$ cat config.mk
export PLATFORM = sky130hd
export DESIGN_NAME = absorb_squeeze_fsm
export DESIGN_NICKNAME = d
export VERILOG_FILES = /design/src/rtl/shake_pkg.sv /design/src/rtl/round_counter.sv /design/src/rtl/absorb_squeeze_fsm.sv
export SDC_FILE = /design/constraint.sdc
export NUM_CORES = 1
export LEC_CHECK = 0
export CORE_MARGIN = 5
export CORE_UTILIZATION = 51
export CTS_CLUSTER_DIAMETER = 200
export CTS_CLUSTER_SIZE = 25
export DETAILED_ROUTE_END_ITERATION = 12
export HOLD_SLACK_MARGIN = 0.06
export PLACE_DENSITY_LB_ADDON = 0.05
export REMOVE_ABC_BUFFERS = 1
export SKIP_CTS_REPAIR_TIMING = 1
export SLEW_MARGIN = 20
export SYNTH_ARGS = -nofsm -noshare
export SYNTH_HDL_FRONTEND = slang
export SYNTH_SLANG_ARGS = --single-unit
$ cat constraint.sdc
create_clock -name clk -period 2.3 [get_ports clk]
set_input_delay 0.345 -clock clk [delete_from_list [all_inputs] [get_ports clk]]
set_output_delay 0.345 -clock clk [all_outputs]
set_load 0.02 [all_outputs]
$ cat src/rtl/shake_pkg.sv
// Shared definitions for the SHAKE sponge control path: FSM state encoding and
// default sizing used by the load stage, the controller and the datapath.
package shake_pkg;
   localparam int NUM_ROUNDS_DEF = 24;
   localparam int CNT_W_DEF      = 16;
   localparam int IDX_W          = 5;

   typedef enum logic [1:0] {
      IDLE    = 2'd0,
      PERMUTE = 2'd1,
      SQUEEZE = 2'd2
   } state_t;
endpackage

$ cat src/rtl/round_counter.sv
// Keccak round index counter. Saturates at the last round so the index holds
// its value once the permutation is over.
module round_counter
   import shake_pkg::*;
#(
   parameter int NUM_ROUNDS = NUM_ROUNDS_DEF
) (
   input  logic             clk,
   input  logic             rst,
   input  logic             i_clr,
   input  logic             i_en,
   output logic [IDX_W-1:0] o_idx,
   output logic             o_tc
);

   logic [IDX_W-1:0] r_idx;

   always_ff @(posedge clk or posedge rst) begin
      if (rst)                r_idx <= '0;
      else if (i_clr)         r_idx <= '0;
      else if (i_en && !o_tc) r_idx <= r_idx + IDX_W'(1);
   end

   assign o_idx = r_idx;
   assign o_tc  = (r_idx == IDX_W'(NUM_ROUNDS - 1));

endmodule

$ cat src/rtl/absorb_squeeze_fsm.sv
// Sponge controller: absorbs buffered rate blocks, runs Keccak-f rounds and
// hands out the requested number of squeeze blocks.
module absorb_squeeze_fsm
   import shake_pkg::*;
#(
   parameter int NUM_ROUNDS = NUM_ROUNDS_DEF,
   parameter int CNT_W      = CNT_W_DEF
) (
   input  logic             clk,
   input  logic             rst,
   input  logic             i_buf_full,
   input  logic             i_buf_last,
   input  logic [CNT_W-1:0] i_out_blocks,
   input  logic             i_out_ready,
   output logic             o_buf_clear,
   output logic             o_absorb_en,
   output logic             o_round_en,
   output logic [IDX_W-1:0] o_round_idx,
   output logic             o_state_clear,
   output logic             o_out_valid,
   output logic             o_out_last,
   output logic             o_busy
);

   state_t           r_state, w_next;
   logic [CNT_W-1:0] r_remaining;
   logic             r_first_flag;
   logic             r_last_flag;
   logic             w_tc;
   logic             w_rem_gt1;
   logic             w_rc_clr;

   assign w_rem_gt1 = (r_remaining > CNT_W'(1));

   always_ff @(posedge clk or posedge rst) begin
      if (rst) r_state <= IDLE;
      else     r_state <= w_next;
   end

   always_comb begin
      w_next = r_state;
      case (r_state)
         IDLE:    if (i_buf_full)  w_next = PERMUTE;
         PERMUTE: if (w_tc)        w_next = r_last_flag ? SQUEEZE : IDLE;
         SQUEEZE: if (i_out_ready) w_next = w_rem_gt1 ? PERMUTE : IDLE;
         default:                  w_next = IDLE;
      endcase
   end

   // Everything is forced low while reset is held, including the IDLE absorb path.
   always_comb begin
      o_buf_clear   = 1'b0;
      o_absorb_en   = 1'b0;
      o_round_en    = 1'b0;
      o_state_clear = 1'b0;
      o_out_valid   = 1'b0;
      o_out_last    = 1'b0;
      o_busy        = 1'b0;
      if (!rst) begin
         o_busy = (r_state != IDLE);
         case (r_state)
            IDLE: begin
               o_absorb_en = i_buf_full;
               o_buf_clear = i_buf_full;
            end
            PERMUTE: o_round_en = 1'b1;
            SQUEEZE: begin
               o_out_valid   = 1'b1;
               o_out_last    = !w_rem_gt1;
               o_state_clear = i_out_ready && !w_rem_gt1;
            end
            default: ;
         endcase
      end
   end

   // Block count is taken only from a message's first block.
   always_ff @(posedge clk or posedge rst) begin
      if (rst) begin
         r_remaining  <= '0;
         r_first_flag <= 1'b1;
         r_last_flag  <= 1'b0;
      end else begin
         case (r_state)
            IDLE: if (i_buf_full) begin
               r_last_flag <= i_buf_last;
               if (r_first_flag) begin
                  r_remaining  <= (i_out_blocks == '0) ? CNT_W'(1) : i_out_blocks;
                  r_first_flag <= 1'b0;
               end
            end
            SQUEEZE: if (i_out_ready) begin
               if (w_rem_gt1) begin
                  r_remaining <= r_remaining - CNT_W'(1);
               end else begin
                  r_first_flag <= 1'b1;
                  r_last_flag  <= 1'b0;
               end
            end
            default: ;
         endcase
      end
   end

   assign w_rc_clr = o_absorb_en || (r_state == SQUEEZE && i_out_ready && w_rem_gt1);

   round_counter #(.NUM_ROUNDS(NUM_ROUNDS)) u_round_counter (
      .clk   (clk),
      .rst   (rst),
      .i_clr (w_rc_clr),
      .i_en  (o_round_en),
      .o_idx (o_round_idx),
      .o_tc  (w_tc)
   );

endmodule

# --- After elaboration in Yosys (flattened, before gate mapping) ---
# Cells that the tools add are included.
classes:
  n_addsub: 2
  n_lt_le_gt_ge: 1
  n_eq_ne: 9
  muxes: 33
  reduce_logical: 15
ops:
  columns: ["operator", "count"]
  rows:
  - ["$mux W16", 5]
  - ["$pmux W16 S2", 1]
  - ["$mux W1", 18]
  - ["$gt A16 B1 Y1 const B", 1]
  - ["$logic_not A16 Y1", 1]
  - ["$sub A16 B1 Y16 const B", 1]
  - ["$mux W5", 2]
  - ["$ne A2 B2 Y1 const B", 5]
  - ["$mux W2", 4]
  - ["$pmux W2 S3", 1]
  - ["$reduce_bool A2 Y1", 3]
  - ["$add A5 B1 Y5 const B", 1]
  - ["$eq A5 B5 Y1 const B", 1]
  - ["$reduce_and A5 Y1", 1]
  - ["$logic_and A1 B1 Y1", 4]
  - ["$pmux W1 S2", 2]
  - ["$reduce_and A4 Y1", 1]
  - ["$reduce_and A3 Y1", 1]
  - ["$eq A2 B1 Y1 const B", 1]
  - ["$eq A2 B2 Y1 const B", 1]
  - ["$logic_not A1 Y1", 2]
  - ["$logic_not A2 Y1", 1]
  - ["$ne A2 B1 Y1 const B", 1]
  - ["$logic_or A1 B1 Y1", 1]
word_totals:
  register_bits: 25
  in_bits: 21
  output_inout_bits: 12
  elab_cells: 65

# --- Depth between registers and ports, before layout ---
# Gate-level depths: netlist (run 1).
logic_depth:
  depth_word: 6
  mapped_depth: 7
  ltp_nobuf: 7

# --- By module ---
# A second synthesis (run 1) with hierarchy kept.
hier_totals:
  hier_cells: 192
  area_unflattened_um2: 1612.8
modules_own_cells:
  columns: ["mod", "n_inst", "cells_per_inst", "area_each_um2", "seq_area_each_um2"]
  rows:
  - ["absorb_squeeze_fsm", 1, 165, 1358.8, 501.7]
  - ["round_counter", 1, 27, 254.0, 125.1]

# --- Worst setup path after synthesis (run 1) ---
# No wires, ideal clock.
synth_path:
  kind: "reg2out"
  from: "reg r_remaining[4]"
  to: "out o_out_last"
  arrival_time_ns: 1.599
  t_required_ns: 1.955
  path_slack_ns: 0.356
  stages_incl_launch_ff: 5
  n_path_buf: 0
  cell_sequence: "dfrtp_1 > nor4_4 > and2_4 > nand2_1 > nor3_1"
synth_between:
  elab_chain_len: 4
synth_rtl:
  columns: ["element", "line", "source"]
  rows:
  - ["from (decl)", "absorb_squeeze_fsm.sv:26", "logic [CNT_W-1:0] r_remaining;"]
  - ["from (signal assigned)", "absorb_squeeze_fsm.sv:88", "r_remaining <= (i_out_blocks == '0) ? CNT_W'(1) : i_out_blocks;"]
  - ["from (signal assigned)", "absorb_squeeze_fsm.sv:94", "r_remaining <= r_remaining - CNT_W'(1);"]
  - ["$gt A16 B1 Y1", "absorb_squeeze_fsm.sv:33", "assign w_rem_gt1 = (r_remaining > CNT_W'(1));"]
  - ["$logic_not A1 Y1", "absorb_squeeze_fsm.sv:69", "o_out_last = !w_rem_gt1;"]
  - ["$mux W1", "absorb_squeeze_fsm.sv:61", "case (r_state)"]
  - ["$mux W1", "absorb_squeeze_fsm.sv:59", "if (!rst) begin"]
  - ["to (decl)", "absorb_squeeze_fsm.sv:21", "output logic o_out_last,"]
# Every way passes these cells.

# --- Final worst setup path (run 1) ---
layout_path:
  from: "in rst"
  to: "out o_round_en"
layout_between:
  elab_chain_len: 1
layout_rtl:
  columns: ["element", "line", "source"]
  rows:
  - ["from (decl)", "absorb_squeeze_fsm.sv:10", "input logic rst,"]
  - ["$mux W1", "absorb_squeeze_fsm.sv:59", null]
  - ["to (decl)", "absorb_squeeze_fsm.sv:17", "output logic o_round_en,"]
# Every way passes these cells.

==> metrics.txt, run 1 <==
# TYPE chip_impl_metric gauge
chip_impl_metric{name="post-dp-hpwl",unit="mm"} 3.58
chip_impl_metric{name="grt_overflow_total",unit=""} 0
chip_impl_info{name="startpoint_of_the_lowest_slack_register_to_register_path",value="r_remaining[4]$_DFFE_PP0P_"} 1
chip_impl_metric{name="setup_viol_count_final",unit=""} 0
chip_impl_info{name="critical_path.startpoint",value="rst"} 1
chip_impl_metric{name="gp_routability_congestion",unit=""} 0.923
chip_impl_metric{name="final_layout_size_suffix_gt1_share",unit="%"} 17.7
chip_impl_metric{name="worst_slew_pin_slew",unit="ns"} 0.472
chip_impl_metric{name="finish.utilization",unit="%"} 71.3
chip_impl_info{name="cp-start-kind",value="input pin"} 1
chip_impl_metric{name="drc",unit=""} 0
chip_impl_metric{name="layout_worst_path_cycle_share",unit="%"} 97.8
chip_impl_info{name="tritoncts",value="yes"} 1
chip_impl_metric{name="synth.lib_cells_used.distinct",unit=""} 54
chip_impl_metric{name="die_width",unit="microns"} 67.1
chip_impl_metric{name="worst_skew_pair.late_latency",unit="ns"} 0.33
chip_impl_metric{name="placeableCoreArea",unit="sq um"} 3100
chip_impl_info{name="yosys_most_used_dff",value="sky130_fd_sc_hd__dfrtp_1"} 1
chip_impl_info{name="rsz0062_at_grt",value="true"} 1
chip_impl_metric{name="vdd_ir_drop_max",unit="V"} 0.000679
chip_impl_metric{name="maxSlewHeadroom",unit="%"} 68.3
chip_impl_metric{name="postSynthAreaPerCell",unit="sq um"} 8.67
chip_impl_metric{name="clk_path_buf_depth",unit=""} 2
chip_impl_metric{name="via_count",unit=""} 1736
chip_impl_metric{name="r2r_slack",unit="ns"} 0.32
chip_impl_metric{name="detail_route.iter0.violations",unit=""} 212
chip_impl_info{name="setup.worst_path.class",value="input pin to output port"} 1
chip_impl_metric{name="initial_standard_cell_utilization_of_the_core",unit="%"} 53.7
chip_impl_metric{name="synth-warning-count",unit=""} 0
chip_impl_metric{name="floorplan.die_area",unit="sq um"} 4510
chip_impl_metric{name="num_antenna_cells",unit=""} 0
chip_impl_info{name="hold_class",value="input pin to async pin"} 1
chip_impl_metric{name="detail-route-antenna-nets",unit=""} 0
chip_impl_metric{name="clk_pin_slew_worst_paths",unit="ns"} 0.14
chip_impl_info{name="most-common-layout-cells",value="sky130_fd_sc_hd__clkdlybuf4s50_1 (28), sky130_fd_sc_hd__nor2_1 (25), sky130_fd_sc_hd__buf_4 (23), sky130_fd_sc_hd__dfrtp_1 (23), sky130_fd_sc_hd__a21oi_1 (21)"} 1
chip_impl_metric{name="placement.io_buffers",unit=""} 32
chip_impl_metric{name="tritoncts.num_buffers",unit=""} 3
chip_impl_metric{name="worst-endpoint-required",unit="ns"} 1.96
chip_impl_metric{name="final.setup.worst_slack",unit="ns"} 0.0495
chip_impl_metric{name="vias_per_cell",unit=""} 6.05
chip_impl_metric{name="cap_viol_max_count",unit=""} 0
chip_impl_metric{name="syn_inst",unit=""} 192
chip_impl_metric{name="cp_data_arrival_time",unit="ns"} 1.91
chip_impl_metric{name="critical_path_peak_fanout",unit=""} 7
chip_impl_metric{name="h_tree_depth",unit=""} 1
chip_impl_metric{name="antenna_found_initial",unit=""} 0
chip_impl_metric{name="proportion_of_synthesized_flip_flops_having_asynchronous_set_or_reset",unit="%"} 100
chip_impl_metric{name="grt_start_max_net_pins",unit=""} 28
chip_impl_metric{name="placementRows",unit=""} 20
chip_impl_info{name="mostFrequentLayoutCell",value="sky130_fd_sc_hd__clkdlybuf4s50_1"} 1
chip_impl_metric{name="fin_setup_tns",unit="ns"} 0
chip_impl_metric{name="post_synthesis_instance_area",unit="sq um"} 1670
chip_impl_metric{name="slew_viol_final",unit=""} 0
chip_impl_metric{name="drt-wirelength-per-cell",unit="microns"} 16.3
chip_impl_metric{name="globalRouteTotalUtil",unit="%"} 22.7
chip_impl_metric{name="routed_wirelength",unit="mm"} 4.67
chip_impl_metric{name="dp_worst_setup_slack",unit="ns"} 0.0542
chip_impl_metric{name="synth-seq-cells",unit=""} 25
chip_impl_metric{name="max_freq",unit="MHz"} 444
chip_impl_metric{name="timing.final.crit_period",unit="ns"} 2.25
chip_impl_info{name="outcome",value="completed"} 1
chip_impl_metric{name="drt_pass1_iterations",unit=""} 4
chip_impl_metric{name="layout-area-overhead-vs-synth",unit="%"} 32.8
chip_impl_metric{name="fin_worst_skew",unit="ns"} 0.00615
chip_impl_metric{name="synth_enable_flop_cells",unit=""} 0
chip_impl_metric{name="grt_first_pass_wirelength",unit="mm"} 7.83
chip_impl_info{name="timing.critical_path.to_type",value="output port"} 1
chip_impl_metric{name="power_density",unit="nW/um^2"} 1050
chip_impl_metric{name="clock-sinks",unit=""} 25
chip_impl_info{name="root_buffer",value="sky130_fd_sc_hd__clkbuf_4"} 1
chip_impl_metric{name="finalHoldViolCount",unit=""} 0
chip_impl_metric{name="synth_seq_area_share",unit="%"} 37.6
chip_impl_metric{name="dieHeight",unit="microns"} 67.1
chip_impl_metric{name="leakagePower",unit="nW"} 1.00
chip_impl_metric{name="fillers",unit=""} 275
chip_impl_metric{name="via_count_of_the_first_global_routing_pass",unit=""} 1628
chip_impl_metric{name="top_level_pins",unit=""} 33
chip_impl_metric{name="fin_nets",unit=""} 268
-- final timing paths --
| path | cells after the start | end |
|---|---|---|
| min in group clk | 2 | r_last_flag$_DFFE_PP0P_ |
| worst max register to register | 7 | r_remaining[12]$_DFFE_PP0P_ |
| max in group asynchronous | 3 | u_round_counter.o_idx[0]$_DFFE_PP0P_ |
| worst min register to register | 2 | r_last_flag$_DFFE_PP0P_ |
| worst min-delay path | 2 | r_remaining[15]$_DFFE_PP0P_ |
| worst max-delay path | 3 | o_round_en |
-- worst max-delay path: stages --
cell and delay, ns:
sky130_fd_sc_hd__clkdlybuf4s50_1 0.54, sky130_fd_sc_hd__nor3_1 0.35, sky130_fd_sc_hd__clkdlybuf4s50_1 0.67
-- cells in the mapped netlist, drive strengths merged (2+ instances only) --
library cell	count	share of area, %
a211oi	2	0.90
a21oi	22	6.8
a31oi	5	1.9
a41oi	2	1.1
and2	2	0.90
and3	3	1.1
buf	7	2.6
dfrtp	24	36
ha	3	2.3
inv	9	2.0
nand2	10	2.7
nand2b	3	1.1
nand3	2	0.60
nand4	4	1.5
nor2	25	5.6
nor3	11	3.6
nor3b	2	1.2
nor4	9	6.5
o21ai	19	5.9
o22a	5	2.6
xor2	2	1.1
-- final cells by class --
class,count,area [sq um],area share (%)
tap,44,55.1,2.49
timing repair buffer,55,503,22.8
clock buffer,3,22.5,1.02
multi-input combinational,150,963,43.6
inverter,9,33.8,1.53
sequential,25,628,28.4
clock inverter,1,5.00,0.226
-- metal layers --
layer	vias up	share of wire, %	track usage, %
met3	5	6.5	2.16
met2	71	48	37.5
met4	0	0.88	5.32
met5	-	0	0
li1	829	-	-
met1	831	45	31.9
-- logic make-up after synthesis --
group,share of synthesized area (%)
compound gates,25.2
xor+xnor,1.58
fa+ha+maj,2.25
buf+inv,4.81
flops,37.6
mux,0.601
simple gates,27.9
-- per-stage QoR --
stage               instance area (sq um)  cells  hold slack (ns)  total power, mW
floorplan                            1620    184            0.372             1.55
global route                         2210    287            0.558             2.51
global placement                     2150    281            0.509             2.02
CTS                                  2180    285            0.503             2.29
finish                               2210    287            0.525             2.33
detailed placement                   2150    281            0.524             2.08
-- flip-flops by register name, indices dropped and copies added, names as in the netlist --
name and cells:
r_state 2, r_remaining 16, r_last_flag 1, r_first_flag 1
u_round_counter.o_idx 5
-- power by group --
group | leakage [nW] | switching (mW) | internal [mW]
Clock | 0.0177 | 0.139 | 0.0653
Combinational | 0.673 | 0.664 | 0.619
Sequential | 0.311 | 0.225 | 0.616
Total | 1.00 | 1.03 | 1.30
No activity file was read; power rests on OpenSTA's default activity.
==> inputs of run 2 (changes only) <==
- CORE_MARGIN: 5 -> 10
- CTS_CLUSTER_DIAMETER: 200 -> 60
==> run 2 against run 1 <==
Effect of this change:
- first-iteration DRC count decreased by 35%
- utilization is 0.11 points lower
- wire length is 3.1% higher
- largest power group unchanged
- highest routed layer unchanged
==> metrics.txt, run 2 (synthesis results as in run 1) <==
# TYPE chip_impl_metric gauge
chip_impl_info{name="worst_r2r_endpoint",value="r_remaining[13]$_DFFE_PP0P_"} 1
chip_impl_metric{name="placementRows",unit=""} 20
chip_impl_metric{name="setup_viol_count_final",unit=""} 0
chip_impl_metric{name="top_level_pins",unit=""} 33
chip_impl_metric{name="cp_data_arrival_time",unit="ns"} 1.83
chip_impl_metric{name="dieHeight",unit="microns"} 77.1
chip_impl_metric{name="tritoncts.num_buffers",unit=""} 3
chip_impl_metric{name="detail-route-antenna-nets",unit=""} 0
chip_impl_metric{name="leakagePower",unit="nW"} 0.989
chip_impl_metric{name="detail_route.iter0.violations",unit=""} 137
chip_impl_metric{name="clock-sinks",unit=""} 25
chip_impl_metric{name="num_antenna_cells",unit=""} 0
chip_impl_metric{name="drt-wirelength-per-cell",unit="microns"} 16.9
chip_impl_metric{name="final_layout_size_suffix_gt1_share",unit="%"} 17.0
chip_impl_metric{name="fillers",unit=""} 269
chip_impl_metric{name="initial_standard_cell_utilization_of_the_core",unit="%"} 54.1
chip_impl_metric{name="placement.io_buffers",unit=""} 32
chip_impl_metric{name="grt_start_max_net_pins",unit=""} 18
chip_impl_info{name="mostFrequentLayoutCell",value="sky130_fd_sc_hd__clkdlybuf4s50_1"} 1
chip_impl_metric{name="ff2ff_path_depth",unit=""} 7
chip_impl_metric{name="layout-area-overhead-vs-synth",unit="%"} 31.5
chip_impl_metric{name="clk_pin_slew_worst_paths",unit="ns"} 0.14
chip_impl_metric{name="max_freq",unit="MHz"} 460
chip_impl_metric{name="r2r_slack",unit="ns"} 0.33
chip_impl_metric{name="worst_skew_pair.late_latency",unit="ns"} 0.32
chip_impl_metric{name="via_count_of_the_first_global_routing_pass",unit=""} 1619
chip_impl_metric{name="power_density",unit="nW/um^2"} 1050
chip_impl_metric{name="placeableCoreArea",unit="sq um"} 3080
chip_impl_metric{name="finalHoldViolCount",unit=""} 0
chip_impl_metric{name="fin_nets",unit=""} 266
chip_impl_metric{name="floorplan.die_area",unit="sq um"} 5950
chip_impl_metric{name="final.setup.worst_slack",unit="ns"} 0.124
chip_impl_metric{name="finish.utilization",unit="%"} 71.1
chip_impl_metric{name="post-dp-hpwl",unit="mm"} 3.83
chip_impl_info{name="startpoint_of_the_lowest_slack_register_to_register_path",value="r_remaining[1]$_DFFE_PP0P_"} 1
chip_impl_metric{name="layout_worst_path_cycle_share",unit="%"} 94.6
chip_impl_metric{name="grt_overflow_total",unit=""} 0
chip_impl_metric{name="drc",unit=""} 0
chip_impl_info{name="outcome",value="completed"} 1
chip_impl_metric{name="vdd_ir_drop_max",unit="V"} 0.000615
chip_impl_metric{name="fin_worst_skew",unit="ns"} 0.00169
chip_impl_metric{name="worst-endpoint-required",unit="ns"} 1.96
chip_impl_info{name="rsz0062_at_grt",value="true"} 1
chip_impl_info{name="cp-start-kind",value="register"} 1
chip_impl_info{name="timing.critical_path.to_type",value="output port"} 1
chip_impl_metric{name="largest_reg_flops",unit=""} 16
chip_impl_metric{name="cap_viol_max_count",unit=""} 0
chip_impl_info{name="setup.worst_path.class",value="register to output port"} 1
chip_impl_metric{name="antenna_found_initial",unit=""} 0
chip_impl_metric{name="grt_first_pass_wirelength",unit="mm"} 8.07
chip_impl_metric{name="timing.final.crit_period",unit="ns"} 2.18
chip_impl_metric{name="h_tree_depth",unit=""} 1
chip_impl_metric{name="vias_per_cell",unit=""} 5.89
chip_impl_metric{name="clk_path_buf_depth",unit=""} 2
chip_impl_metric{name="critical_path_peak_fanout",unit=""} 3
chip_impl_info{name="regMostFlops",value="r_remaining"} 1
chip_impl_info{name="critical_path.startpoint",value="r_remaining[4]$_DFFE_PP0P_"} 1
chip_impl_metric{name="maxSlewHeadroom",unit="%"} 65.1
chip_impl_metric{name="worst_slew_pin_slew",unit="ns"} 0.522
chip_impl_metric{name="routed_wirelength",unit="mm"} 4.81
chip_impl_info{name="tritoncts",value="yes"} 1
chip_impl_metric{name="via_count",unit=""} 1680
chip_impl_metric{name="die_width",unit="microns"} 77.1
chip_impl_info{name="hold_class",value="register to register"} 1
chip_impl_metric{name="gp_routability_congestion",unit=""} 0.942
chip_impl_info{name="crit_end",value="o_out_last"} 1
chip_impl_metric{name="drt_pass1_iterations",unit=""} 4
chip_impl_metric{name="dp_worst_setup_slack",unit="ns"} 0.0889
chip_impl_metric{name="globalRouteTotalUtil",unit="%"} 16.1
chip_impl_info{name="root_buffer",value="sky130_fd_sc_hd__clkbuf_4"} 1
chip_impl_info{name="most-common-layout-cells",value="sky130_fd_sc_hd__clkdlybuf4s50_1 (27), sky130_fd_sc_hd__nor2_1 (25), sky130_fd_sc_hd__dfrtp_1 (23)"} 1
chip_impl_metric{name="slew_viol_final",unit=""} 0
run 2: worst min-delay path by stage:
stage                     depth (start not counted)                startpoint  slack, ns                  endpoint
after floorplan                                   1                       rst       0.37   r_last_flag$_DFFE_PP0P_
after global placement                            2   r_last_flag$_DFFE_PP0P_       0.51   r_last_flag$_DFFE_PP0P_
after detailed placement                          2  r_first_flag$_DFFE_PP1P_       0.53  r_first_flag$_DFFE_PP1P_
after CTS                                         2  r_first_flag$_DFFE_PP1P_       0.55  r_first_flag$_DFFE_PP1P_
after global routing                              2   r_last_flag$_DFFE_PP0P_       0.58    r_state[1]$_DFFE_PP0P_
final                                             2  r_first_flag$_DFFE_PP1P_       0.55  r_first_flag$_DFFE_PP1P_
run 2: final cells by class:
class | count | area [sq um] | area share [%]
repair buffers | 53 | 483 | 22.1
flip-flops and latches | 25 | 628 | 28.7
multi-input cells | 150 | 963 | 44.0
inverters | 9 | 33.8 | 1.54
well taps | 44 | 55.1 | 2.51
clock buffers | 4 | 26.3 | 1.20
run 2: power by group:
group          internal (mW)  total, mW  switching, mW
logic                  0.594       1.25          0.657
clock network         0.0680      0.203          0.135
registers              0.616      0.841          0.225
total                   1.28       2.30           1.02
run 2: through the flow:
| step | std cells | TNS, ns | hold WS (ns) | instance area, sq um | total power [mW] |
|---|---|---|---|---|---|
| 2_1_floorplan | 184 | 0 | 0.372 | 1620 | 1.55 |
| 3_3_place_gp | 281 | 0 | 0.513 | 2150 | 2.03 |
| 3_5_place_dp | 281 | 0 | 0.527 | 2150 | 2.08 |
| 4_1_cts | 285 | -0.560 | 0.546 | 2180 | 2.28 |
| 5_1_grt | 285 | -0.0316 | 0.582 | 2190 | 2.46 |
| 6_report | 285 | 0 | 0.547 | 2190 | 2.30 |
run 2: per-layer routing:
metal | track usage (%) | part of all wire (%) | vias up
met4 | 5.11 | 1.4 | 0
met1 | 21.2 | 45 | 802
li1 | - | - | 817
met2 | 26.5 | 49 | 53
met3 | 2.21 | 4.7 | 8
met5 | 0 | 0 | -
run 2: worst max-delay path: stages (launching register included):
cell and delay [ns]:
sky130_fd_sc_hd__dfrtp_1 0.43, sky130_fd_sc_hd__nor4_4 0.40, sky130_fd_sc_hd__and2_4 0.22, sky130_fd_sc_hd__nand2_1 0.08, sky130_fd_sc_hd__nor3_1 0.12, sky130_fd_sc_hd__dlymetal6s2s_1 0.25
==> inputs of run 3 (changes only) <==
- CTS_CLUSTER_DIAMETER: 60 -> 40
==> results of run 3 <==
Same layout as run 2: the final DEF is identical, and so are final timing and power.
==> RTL edit 1: new RTL, flow settings as in run 3 <==
Make the reset (`rst`) synchronous in 3 clocked blocks.
--- a/src/rtl/round_counter.sv
+++ b/src/rtl/round_counter.sv
@@ -15,7 +15,7 @@
 
    logic [IDX_W-1:0] r_idx;
 
-   always_ff @(posedge clk or posedge rst) begin
+   always_ff @(posedge clk) begin
       if (rst)                r_idx <= '0;
       else if (i_clr)         r_idx <= '0;
       else if (i_en && !o_tc) r_idx <= r_idx + IDX_W'(1);
--- a/src/rtl/absorb_squeeze_fsm.sv
+++ b/src/rtl/absorb_squeeze_fsm.sv
@@ -32,7 +32,7 @@
 
    assign w_rem_gt1 = (r_remaining > CNT_W'(1));
 
-   always_ff @(posedge clk or posedge rst) begin
+   always_ff @(posedge clk) begin
       if (rst) r_state <= IDLE;
       else     r_state <= w_next;
    end
@@ -75,7 +75,7 @@
    end
 
    // Block count is taken only from a message's first block.
-   always_ff @(posedge clk or posedge rst) begin
+   always_ff @(posedge clk) begin
       if (rst) begin
          r_remaining  <= '0;
          r_first_flag <= 1'b1;
Check against the original RTL: differs if rst is asserted again (counterexample within 4 cycles, from zero or initial values and one cycle with rst high); with rst held inactive, the same outputs for 10 cycles.
==> RTL edit 1 against run 3 <==
Area after synthesis is 6.8% lower; sequential cell count unchanged; synthesized cell count rose by 12%; via count grew 1.4%; setup slack got worse by 68 ps; critical path depth is the same; sequential share of layout area decreased by 3.5 points; core utilization is 0.59 points lower; final area decreased by 8.9%; routed wire length fell by 7.7%.
Power is not compared: it rests on default switching activity, and its combinational part moved more than twofold at a synthesized area within 25%.
==> RTL edit 1: results (changes against run 3) <==
status=completed; synth cell count leaders=nand2_1 (31), a21oi_1 (27), dfxtp_1 (25), nor2_1 (24), o21ai_0 (13); metal1 wirelength=1.87 mm (-13%); post-synthesis adder-cell area fraction=0.0242 (+0.00163); slowest CP cell=or4_4; Syn. warnings=0 (unchanged); drt total wl=4.44 mm (-7.7%); Critical Path Fanout Max=2 (-1); RR Endpoint=r_remaining[7]$_SDFFE_PP0P_; first-pass GRT wire length=7.45 mm (-7.6%); Clock Skews=10.3 ps (+8.64 ps); worst reg2reg path startpoint=r_remaining[10]$_SDFFE_PP0P_; Synth Area in XOR/XNOR=0.0226 (+0.00678); start point of the worst hold path=r_last_flag$_SDFFE_PP0P_; Area contributors post-synth=dfxtp_1 (32%), a21oi_1 (8.7%), nand2_1 (7.5%), nor2_1 (5.8%), o21ai_0 (4.2%); reg2reg setup slack=120 ps (-210 ps); CP max stage delay=560 ps (+130 ps); post-synthesis sequential area ratio=0.322 (-0.0541); Vias=1,704 (+1.4%); filler cell count=238 (-12%); Met2 Wirelength=2.12 mm (-11%); post-synthesis compound-gate area fraction=0.250 (-0.00264); met1 Use GR=0.215 (+0.00321); Detailed Route Iter0 Violations=235 (+72%); Overall Global Routing Usage=0.164 (+0.00244); proportion of layout cells with a drive suffix above 1=0.124 (-0.0466); Reg clk slew, reported paths=160 ps (+20 ps); Async S/R FF share, synth=0 (-1.00); Primary FF master, synth=dfxtp_1; GR Util met2=0.256 (-0.00886); pin count of the biggest net entering global routing=35 (+17); GP Congestion=0.852 (-9.6%); multiplexer share of the synthesized area=0.00645 (+0.000436); DR WL/cell=15.8 um (-6.7%); Placed Instances=278 (-1.1%); Hold EP=r_last_flag$_SDFFE_PP0P_; routed length on met3=418 um (+86%); syn avg cell area=7.22 um^2 (-17%); Netlist cell types=42 (-22%); vias in the first global route=1,568 (-3.2%); DP HPWL=3.27 mm (-15%); Max-slew headroom=0.618 (-0.0335); end of the critical path=o_state_clear; M3 GR Usage=0.0526 (+0.0304)
==> RTL edit 1: per-stage QoR <==
stage                     setup WS, ps  utilization  cell area, um^2  hold slack, ps
after global placement           -38.7        0.684             1930             447
after CTS                         -497        0.695             1970             488
after detailed placement         -94.6        0.684             1930             453
after global routing             -14.9        0.705             2000             528
final                             55.8        0.705             2000             496
after floorplan                   -114            -             1470             414
==> RTL edit 1: area by class of cell <==
| type | instances | area, um^2 | area share |
|---|---|---|---|
| Multi-Input combinational cell | 173 | 982 | 0.492 |
| Sequential cell | 25 | 503 | 0.252 |
| Timing Repair Buffer | 46 | 429 | 0.215 |
| Tap cell | 31 | 38.8 | 0.0194 |
| Clock buffer | 3 | 22.5 | 0.0113 |
| Inverter | 3 | 11.3 | 0.00564 |
| Clock inverter | 1 | 8.76 | 0.00439 |
==> RTL edit 1: worst register-to-register path, cell delays in order (launching register included) <==
cell and delay (ps):
dfxtp_2 360, or4_4 560, buf_4 190, nor3b_4 290, a31o_1 200, buf_4 230
o21ai_0 130, a21oi_1 170
==> RTL edit 2: new RTL, config.mk and constraints of run 3 <==
Made on the original files. The package constant `CNT_W_DEF` goes from 16 to 32.
--- a/src/rtl/shake_pkg.sv
+++ b/src/rtl/shake_pkg.sv
@@ -2,7 +2,7 @@
 // default sizing used by the load stage, the controller and the datapath.
 package shake_pkg;
    localparam int NUM_ROUNDS_DEF = 24;
-   localparam int CNT_W_DEF      = 16;
+   localparam int CNT_W_DEF      = 32;
    localparam int IDX_W          = 5;
 
    typedef enum logic [1:0] {
Interface: changed (resized i_out_blocks); port bits go from 33 to 49. No check against the original RTL was run, so the function may have changed too.
==> RTL edit 2 against run 3 <==
The run now ends with negative setup slack left; sequential share of layout area fell by 3.6 points; routed wire length rose by 92%; synthesized cell count rose by 73%; final area rose by 87%; setup slack got worse by 230 ps; total power rose by 95%; clock skew rose by 9.3 ps; global-route usage rose by 4.5 points; via count rose by 89%; area after synthesis rose by 71%; sequential cell count rose by 16; critical path type unchanged.
==> RTL edit 2: results (changes against run 3) <==
failing checks=negative setup slack; Port-buffer cells=48 (+50%); post-synthesis sequential area ratio=0.361 (-0.0152); cts bufs inserted=5 (+2); final setup fails=1 (+1); Reg clk slew, reported paths=70 ps (-70 ps); Area contributors post-synth=dfrtp_1 (35%), o2bb2ai_1 (4.9%), nor4_1 (4.4%), a21oi_1 (4.0%), nor2_1 (4.0%); Synth Area in XOR/XNOR=0.00924 (-0.00654); GP Congestion=0.872 (-7.4%); met1 Use GR=0.275 (+0.0633); status=finished with violations; Vias=3,171 (+89%); buffering overhead=0.276 (+0.0555); Register Area=1030 um^2 (+64%); syn avg cell area=8.54 um^2 (-1.5%); clock buffer count=7 (+3); Critical Path Fanout Max=2 (-1); CP max stage delay=570 ps (+140 ps); DR WL/cell=17.9 um (+6.0%); setup TNS=-105 ps (-105 ps); max FFs per register=32 (+16); combinational power=2.71 mW (+120%); CTS Root Cell=clkbuf_8; crit path setup slack, layout=-105 ps (-230 ps); post-place instance area=3880 um^2 (+80%); pin slew with the least headroom to its limit=463 ps (-59.1 ps); post-synthesis adder-cell area fraction=0.0132 (-0.00934); #MultiIn Comb=260 (+73%); VDD IR-drop max=0.000741 V (+21%); FF+latch count=41 (+64%); cell internal pwr=2.63 mW (+110%); vias in the first global route=3,030 (+87%); filler cell count=429 (+59%); Non-clk invs=8 (-1); first-pass GRT wire length=15.1 mm (+87%); LEAKAGE=1.70 nW (+72%); DIE AREA=8960 um^2 (+51%); Clk power=0.461 mW (+130%); Clock Skews=11.0 ps (+9.31 ps); final net count=483 (+82%); Overall Global Routing Usage=0.206 (+0.0449); Placed Instances=502 (+79%); multiplexer share of the synthesized area=0.00704 (+0.00103); pin count of the biggest net entering global routing=33 (+15); Met2 Wirelength=4.37 mm (+84%); CP Data Arrival Time=2060 ps (+230 ps); Pre-Repair DR Iteration Count=5 (+1); slowest CP cell=or4_4; H-tree Lvls=2 (+1); Detailed Route Iter0 Violations=211 (+54%); Netlist cell types=61 (+13%); clk_lat worst skew=300 ps (-20 ps)
==> RTL edit 2: cell count changes after synthesis, sizes merged, moves of 10 or more <==
cell | run 3 | this run
nor4 | 9 | 22
o2bb2ai | 0 | 16
clkbuf | 1 | 13
o31ai | 1 | 14
dfrtp | 24 | 40
nor3 | 11 | 21
nand3 | 2 | 17
==> RTL edit 2: final timing paths <==
path / from / end / slack, ps / cells after the start
setup / recovery: r_remaining[25]$_DFFE_PP0P_ / o_state_clear / -110 / 6
hold / removal: r_last_flag$_DFFE_PP0P_ / r_last_flag$_DFFE_PP0P_ / 520 / 1
setup reg to reg: r_remaining[25]$_DFFE_PP0P_ / r_remaining[12]$_DFFE_PP0P_ / 70 / 8
hold reg to reg: r_last_flag$_DFFE_PP0P_ / r_last_flag$_DFFE_PP0P_ / 520 / 1
max in group asynchronous: rst / r_remaining[29]$_DFFE_PP0P_ / 1300 / 4
min in group asynchronous: rst / r_remaining[6]$_DFFE_PP0P_ / 680 / 4
